**config.mk**
```make
export PLATFORM = sky130hd
export DESIGN_NAME = paddle_controller
export DESIGN_NICKNAME = d
export VERILOG_FILES = /design/src/rtl/paddle_controller.sv
export SDC_FILE = /design/constraint.sdc
export NUM_CORES = 1
export LEC_CHECK = 0
export CAP_MARGIN = 25
export CORE_AREA = 8 8 103 124
export CTS_CLUSTER_SIZE = 30
export DETAILED_ROUTE_END_ITERATION = 7
export DIE_AREA = 0 0 111 132
export PLACE_DENSITY = 0.55
export SLEW_MARGIN = 15
export SYNTH_ARGS = -nofsm -noshare
export SYNTH_HDL_FRONTEND = slang
export SYNTH_SLANG_ARGS = --single-unit
```
**constraint.sdc**
```tcl
create_clock -name clk -period 10.5 [get_ports clk]
set_input_delay 3.15 -clock clk [delete_from_list [all_inputs] [get_ports clk]]
set_output_delay 3.15 -clock clk [all_outputs]
set_load 0.01 [all_outputs]
```
**src/rtl/paddle_controller.sv**
```systemverilog
// Pong paddle position register driven by encoder detents, with detent-rate
// acceleration, playfield clamping and a debounced one-cycle serve pulse.
module paddle_controller #(
    parameter int Y_W          = 10,
    parameter int Y_MIN        = 0,
    parameter int Y_MAX        = 420,
    parameter int Y_RESET      = 210,
    parameter int STEP         = 4,
    parameter int WIN_W        = 22,
    parameter int ACCEL_WINDOW = 2500000,
    parameter int DEB_W        = 20,
    parameter int DEBOUNCE     = 500000
) (
    input  logic           clk,
    input  logic           rst_n,
    input  logic           up,
    input  logic           down,
    input  logic           button,
    input  logic           center,
    output logic [Y_W-1:0] paddle_y,
    output logic           moved,
    output logic           serve
);
    typedef enum logic [1:0] {SLOW = 2'd0, MED = 2'd1, FAST = 2'd2} speed_t;

    localparam int YX = Y_W + 1;
    localparam logic [WIN_W-1:0] WIN_SAT  = WIN_W'(ACCEL_WINDOW);
    localparam logic [DEB_W-1:0] DEB_LAST = DEB_W'(DEBOUNCE - 1);
    localparam logic [Y_W-1:0]   Y_RST_V  = Y_W'(Y_RESET);
    localparam logic [Y_W-1:0]   Y_MIN_V  = Y_W'(Y_MIN);
    localparam logic [Y_W-1:0]   Y_MAX_V  = Y_W'(Y_MAX);
    localparam logic [Y_W:0]     Y_MIN_X  = YX'(Y_MIN);
    localparam logic [Y_W:0]     Y_MAX_X  = YX'(Y_MAX);
    localparam logic [Y_W:0]     STEP_X   = YX'(STEP);

    speed_t           speed, speed_next;
    logic [WIN_W-1:0] win_cnt, win_next;
    logic             last_dn, last_dn_next;
    logic [Y_W-1:0]   y_next;
    logic             up_q, up_q2, down_q, down_q2;
    logic             rise_up, rise_dn, detent;
    logic [Y_W:0]     y_ext, delta, y_wide;

    logic             btn_m, btn_s, btn_db;
    logic [DEB_W-1:0] deb_cnt;

    assign rise_up = up_q & ~up_q2;
    assign rise_dn = down_q & ~down_q2;
    // Opposing detents in the same cycle cancel out entirely.
    assign detent  = rise_up ^ rise_dn;
    assign y_ext   = {1'b0, paddle_y};

    always_comb begin
        speed_next   = speed;
        win_next     = win_cnt;
        last_dn_next = last_dn;
        y_next       = paddle_y;
        delta        = STEP_X;
        y_wide       = y_ext;
        if (center) begin
            speed_next = SLOW;
            win_next   = WIN_SAT;
            y_next     = Y_RST_V;
        end else if (detent) begin
            if (rise_dn == last_dn && win_cnt < WIN_SAT) begin
                case (speed)
                    SLOW:    speed_next = MED;
                    default: speed_next = FAST;
                endcase
            end else begin
                speed_next = SLOW;
            end
            win_next     = '0;
            last_dn_next = rise_dn;
            // The promoted (or demoted) speed already applies to this detent.
            case (speed_next)
                SLOW:    delta = STEP_X;
                MED:     delta = STEP_X << 1;
                default: delta = STEP_X << 2;
            endcase
            if (rise_dn) begin
                y_wide = y_ext + delta;
                y_next = (y_wide > Y_MAX_X) ? Y_MAX_V : y_wide[Y_W-1:0];
            end else begin
                y_wide = y_ext - delta;
                y_next = (y_ext < Y_MIN_X + delta) ? Y_MIN_V : y_wide[Y_W-1:0];
            end
        end else begin
            if (win_cnt != WIN_SAT) win_next = win_cnt + WIN_W'(1);
            if (win_next == WIN_SAT) speed_next = SLOW;
        end
    end

    always_ff @(posedge clk or negedge rst_n) begin
        if (!rst_n) begin
            up_q     <= 1'b0;
            up_q2    <= 1'b0;
            down_q   <= 1'b0;
            down_q2  <= 1'b0;
            speed    <= SLOW;
            win_cnt  <= WIN_SAT;
            last_dn  <= 1'b0;
            paddle_y <= Y_RST_V;
            moved    <= 1'b0;
        end else begin
            up_q     <= up;
            up_q2    <= up_q;
            down_q   <= down;
            down_q2  <= down_q;
            speed    <= speed_next;
            win_cnt  <= win_next;
            last_dn  <= last_dn_next;
            paddle_y <= y_next;
            moved    <= (y_next != paddle_y);
        end
    end

    // A level is accepted only after DEBOUNCE consecutive disagreeing samples.
    always_ff @(posedge clk or negedge rst_n) begin
        if (!rst_n) begin
            btn_m   <= 1'b0;
            btn_s   <= 1'b0;
            btn_db  <= 1'b0;
            deb_cnt <= '0;
            serve   <= 1'b0;
        end else begin
            btn_m <= button;
            btn_s <= btn_m;
            serve <= 1'b0;
            if (btn_s == btn_db) begin
                deb_cnt <= '0;
            end else if (deb_cnt == DEB_LAST) begin
                btn_db  <= btn_s;
                deb_cnt <= '0;
                serve   <= btn_s;
            end else begin
                deb_cnt <= deb_cnt + DEB_W'(1);
            end
        end
    end
endmodule

```
==> summary.md <==
| Metric | Value |
|---|---|
| Endpoints failing hold | `0` |
| Max Clk Rate | `164 MHz` |
| XOR/XNOR Fraction of Synth Area | `0.0917` |
| Synth Area per Inst | `8.65 um2` |
| M2 GR Usage | `0.247` |
| Area of the die | `14,700 um2` |
| Min Clock Period, post-route | `6.10 ns` |
| Slew headroom | `0.402` |
| Post-synthesis compound-gate area fraction | `0.171` |
| Final wirelength | `10,700 um` |
| Die width | `111 um` |
| TNS Setup | `0 ns` |
| Status | `finished, final reports clean` |
| Final Instance Area | `4780 um2` |
| CP endpoint kind | `flop` |
| Register area | `1620 um2` |
| Clock power share | `0.436` |
| Int Pwr | `0.538 mW` |
| Seq pwr share | `0.378` |
| Core area | `10,800 um2` |
| Gr ovfl total | `0` |
| Iteration-0 DRC Markers | `179` |
| Met1 Use GR | `0.176` |
| Largest net degree at the start of global routing | `65` |
| Vias in the first global route | `3,599` |
| Clk_lat worst skew | `0.32 ns` |
| First-pass GRT wire length | `17,900 um` |
| Met3 usage | `0.0255` |
| Main synth FF type | `dfrtp_1` |
| Global routing's busiest layer | `met2` |
| Multi-input logic area | `2410 um2` |
| H-tree lvl count | `3` |
| Arrival time of the worst setup path | `6.28 ns` |
| Psw | `0.203 mW` |
| Largest family of logic cells by synthesized area | `simple AND/OR/NAND/NOR gates` |
| Cell Area, Synth | `4200 um2` |
| Port buffer count | `17` |
| Post-synth ARST share | `1.00` |
| Final setup viols | `0` |
| Fin nets | `510` |
| Via/cell ratio | `5.77` |
| CTS Hold Bufs | `0` |
| IO Pins | `18` |
| FF+latch count, synth | `64` |
| RSZ-0062 raised after global routing | `false` |
| Adder-cell share of the synthesized area | `0.0363` |
| Placed Area | `4460 um2` |
| Total setup buffers inserted after CTS | `0` |
| Clock Skews | `0.00633 ns` |
| Die Y | `132 um` |
| Hold Crit Class | `flop to flop` |
| Max FO, Critical Path | `24` |
| Slew @ Worst Pin | `0.894 ns` |
| CTS tree | `yes` |
| Clock Tree Buf Depth | `2` |
| Pleak | `1.87 nW` |
| Resized cells post-CTS | `0` |
| Site Rows | `42` |
| Combinational power share | `0.186` |
| Net Sw Frac | `0.274` |
| Synth Warn # | `0` |
| Via Count | `3,632` |
| Sink Count | `64` |
| TritonRoute pass-1 iters | `5` |
| Share of cells above drive strength 1 | `0.0783` |
| Total CTS buffers | `9` |
| Total GRT Usage | `0.147` |
| Area Overhead vs Synth | `13.8%` |
| Area contributors post-synth | `dfrtp_1, dfstp_2, nor2_1` |
| EDFF count, synth | `0` |
| Area share of the leading cell type in the synthesized netlist | `0.310` |
| Register area share after synthesis | `0.385` |
| Initial core utilization | `0.390` |
| Multiplexer share of the synthesized area | `0.0125` |
| Hold slack | `0.353 ns` |
| Wirelength per Cell | `16.9 um` |
| Reg clk slew, reported paths | `0.05 ns` |
| Final period util | `0.581` |
| Antenna-violating nets left | `0` |
| Root Driver | `clkbuf_16` |
| Synth Instances | `486` |
| ANT cells | `0` |
| Tot Pwr | `0.740 mW` |
| Critical path class | `input pin to flop` |
| Final GP Congestion | `0.900` |
| VDD IR-drop max | `0.0000891 V` |
| Slew Viols, Final | `0` |
| Drt drc | `0` |
| Post-synth top area cell | `dfrtp_1` |
| WP data required | `10.68 ns` |
| Critical Path Source Type | `input pin` |
| Max cap viols | `0` |
| Filler cells | `1,051` |
| Post-Synth Simple-Gate Area | `0.262` |
| Final Util | `0.444` |
| P per Cell Area | `155 nW/um2` |
| Initial antenna violation count | `0` |
| Yosys cell types | `64` |
| Hpwl dp | `7710 um` |
| Syn_nets | `503` |
[layout by cell type, fill, tap and decap left out, types with 8 or more instances in the layout]
| master | n |
|---|---|
| a211oi_1 | 12 |
| a21oi_1 | 17 |
| and3_1 | 8 |
| clkbuf_16 | 9 |
| clkdlybuf4s50_1 | 16 |
| dfrtp_1 | 52 |
| dfstp_2 | 12 |
| ha_1 | 9 |
| inv_1 | 21 |
| nand2_1 | 33 |
| nand2b_1 | 8 |
| nand3_1 | 27 |
| nand4_1 | 11 |
| nor2_1 | 65 |
| nor2b_1 | 8 |
| nor3_1 | 15 |
| nor4_1 | 8 |
| o21ai_0 | 21 |
| xnor2_1 | 22 |
| xor2_1 | 22 |
[layout make-up]
type                       instances  share of cell area
multi-input combinational        377               0.504
sequential                        64               0.338
clock buffer                      13              0.0544
timing repair buffer              20              0.0392
tap                              132              0.0345
inverter                          21              0.0165
clock inverter                     3              0.0136
[per-stage QoR]
| step | std cells | worst slack (ns) |
|---|---|---|
| after global placement | 614 | 4.10 |
| after floorplan | 486 | 5.50 |
| after global routing | 630 | 4.19 |
| after detailed placement | 614 | 4.10 |
| after CTS | 630 | 4.43 |
| final | 630 | 4.40 |
[state kept, by name, summed over array words and instances, names as in the netlist]
register	cells
btn_m	1
down_q2	1
btn_db	1
up_q2	1
moved	1
up_q	1
speed	2
last_dn	1
btn_s	1
serve	1
deb_cnt	20
paddle_y	10
down_q	1
win_cnt	22
[kinds of logic after synthesis]
group	count (synthesis)
xor gates and xnor gates	44
adders and majority gates	11
muxes	5
DFF	64
AOI/OAI and AO/OA	101
and+or+nand+nor	216
buffers and inverters	45
[synthesized netlist by cell type, drive strengths merged (3+ instances only)]
| master | instances |
|---|---|
| nand2b | 8 |
| or4 | 3 |
| nor4 | 8 |
| nand4 | 11 |
| a32oi | 3 |
| dfrtp | 52 |
| a211oi | 13 |
| o211ai | 3 |
| clkbuf | 17 |
| xnor2 | 22 |
| nand3b | 5 |
| o31ai | 6 |
| dfstp | 12 |
| nand3 | 27 |
| nor3b | 5 |
| xor2 | 22 |
| buf | 7 |
| or3 | 6 |
| a21o | 5 |
| mux2i | 3 |
| nor4b | 3 |
| nor2b | 8 |
| o32ai | 4 |
| ha | 9 |
| and3 | 8 |
| nor3 | 15 |
| nand2 | 33 |
| a21oi | 17 |
| inv | 21 |
| nor2 | 65 |
| o21ai | 21 |
[routing by layer]
| layer | wire (um) | share of wire |
|---|---|---|
| met2 | 5190 | 0.49 |
| met5 | 0 | 0 |
| met3 | 511 | 0.048 |
| met1 | 4650 | 0.44 |
| met4 | 310 | 0.029 |
[worst max-delay path: stages]
cell and delay (ns):
clkdlybuf4s50_1 0.53, inv_1 0.51, nand2_1 0.71, a211oi_1 0.44, nand4_1 0.13, a211o_1 0.29, or4_1 0.52
[path summary, 6_finish.rpt]
| path | from | to | slack (ns) | depth (start not counted) |
|---|---|---|---|---|
| setup / recovery | center | moved | 4.40 | 7 |
| hold / removal | btn_m | btn_s | 0.35 | 0 |
| setup reg to reg | win_cnt[6] | moved | 4.99 | 17 |
| hold reg to reg | btn_m | btn_s | 0.35 | 0 |
| max in group asynchronous | rst_n | paddle_y[3] | 6.95 | 2 |
| min in group asynchronous | rst_n | deb_cnt[2] | 3.00 | 2 |
[power by group through the flow]
| stage | registers (mW) | clock network, mW | logic, mW |
|---|---|---|---|
| after global routing | 0.282 | 0.343 | 0.152 |
| after global placement | 0.284 | 0 | 0.137 |
| final | 0.280 | 0.323 | 0.138 |
| after CTS | 0.280 | 0.331 | 0.138 |
| after detailed placement | 0.284 | 0 | 0.137 |
| after floorplan | 0.278 | 0 | 0.0936 |
Power figures use the tool's default switching activity.
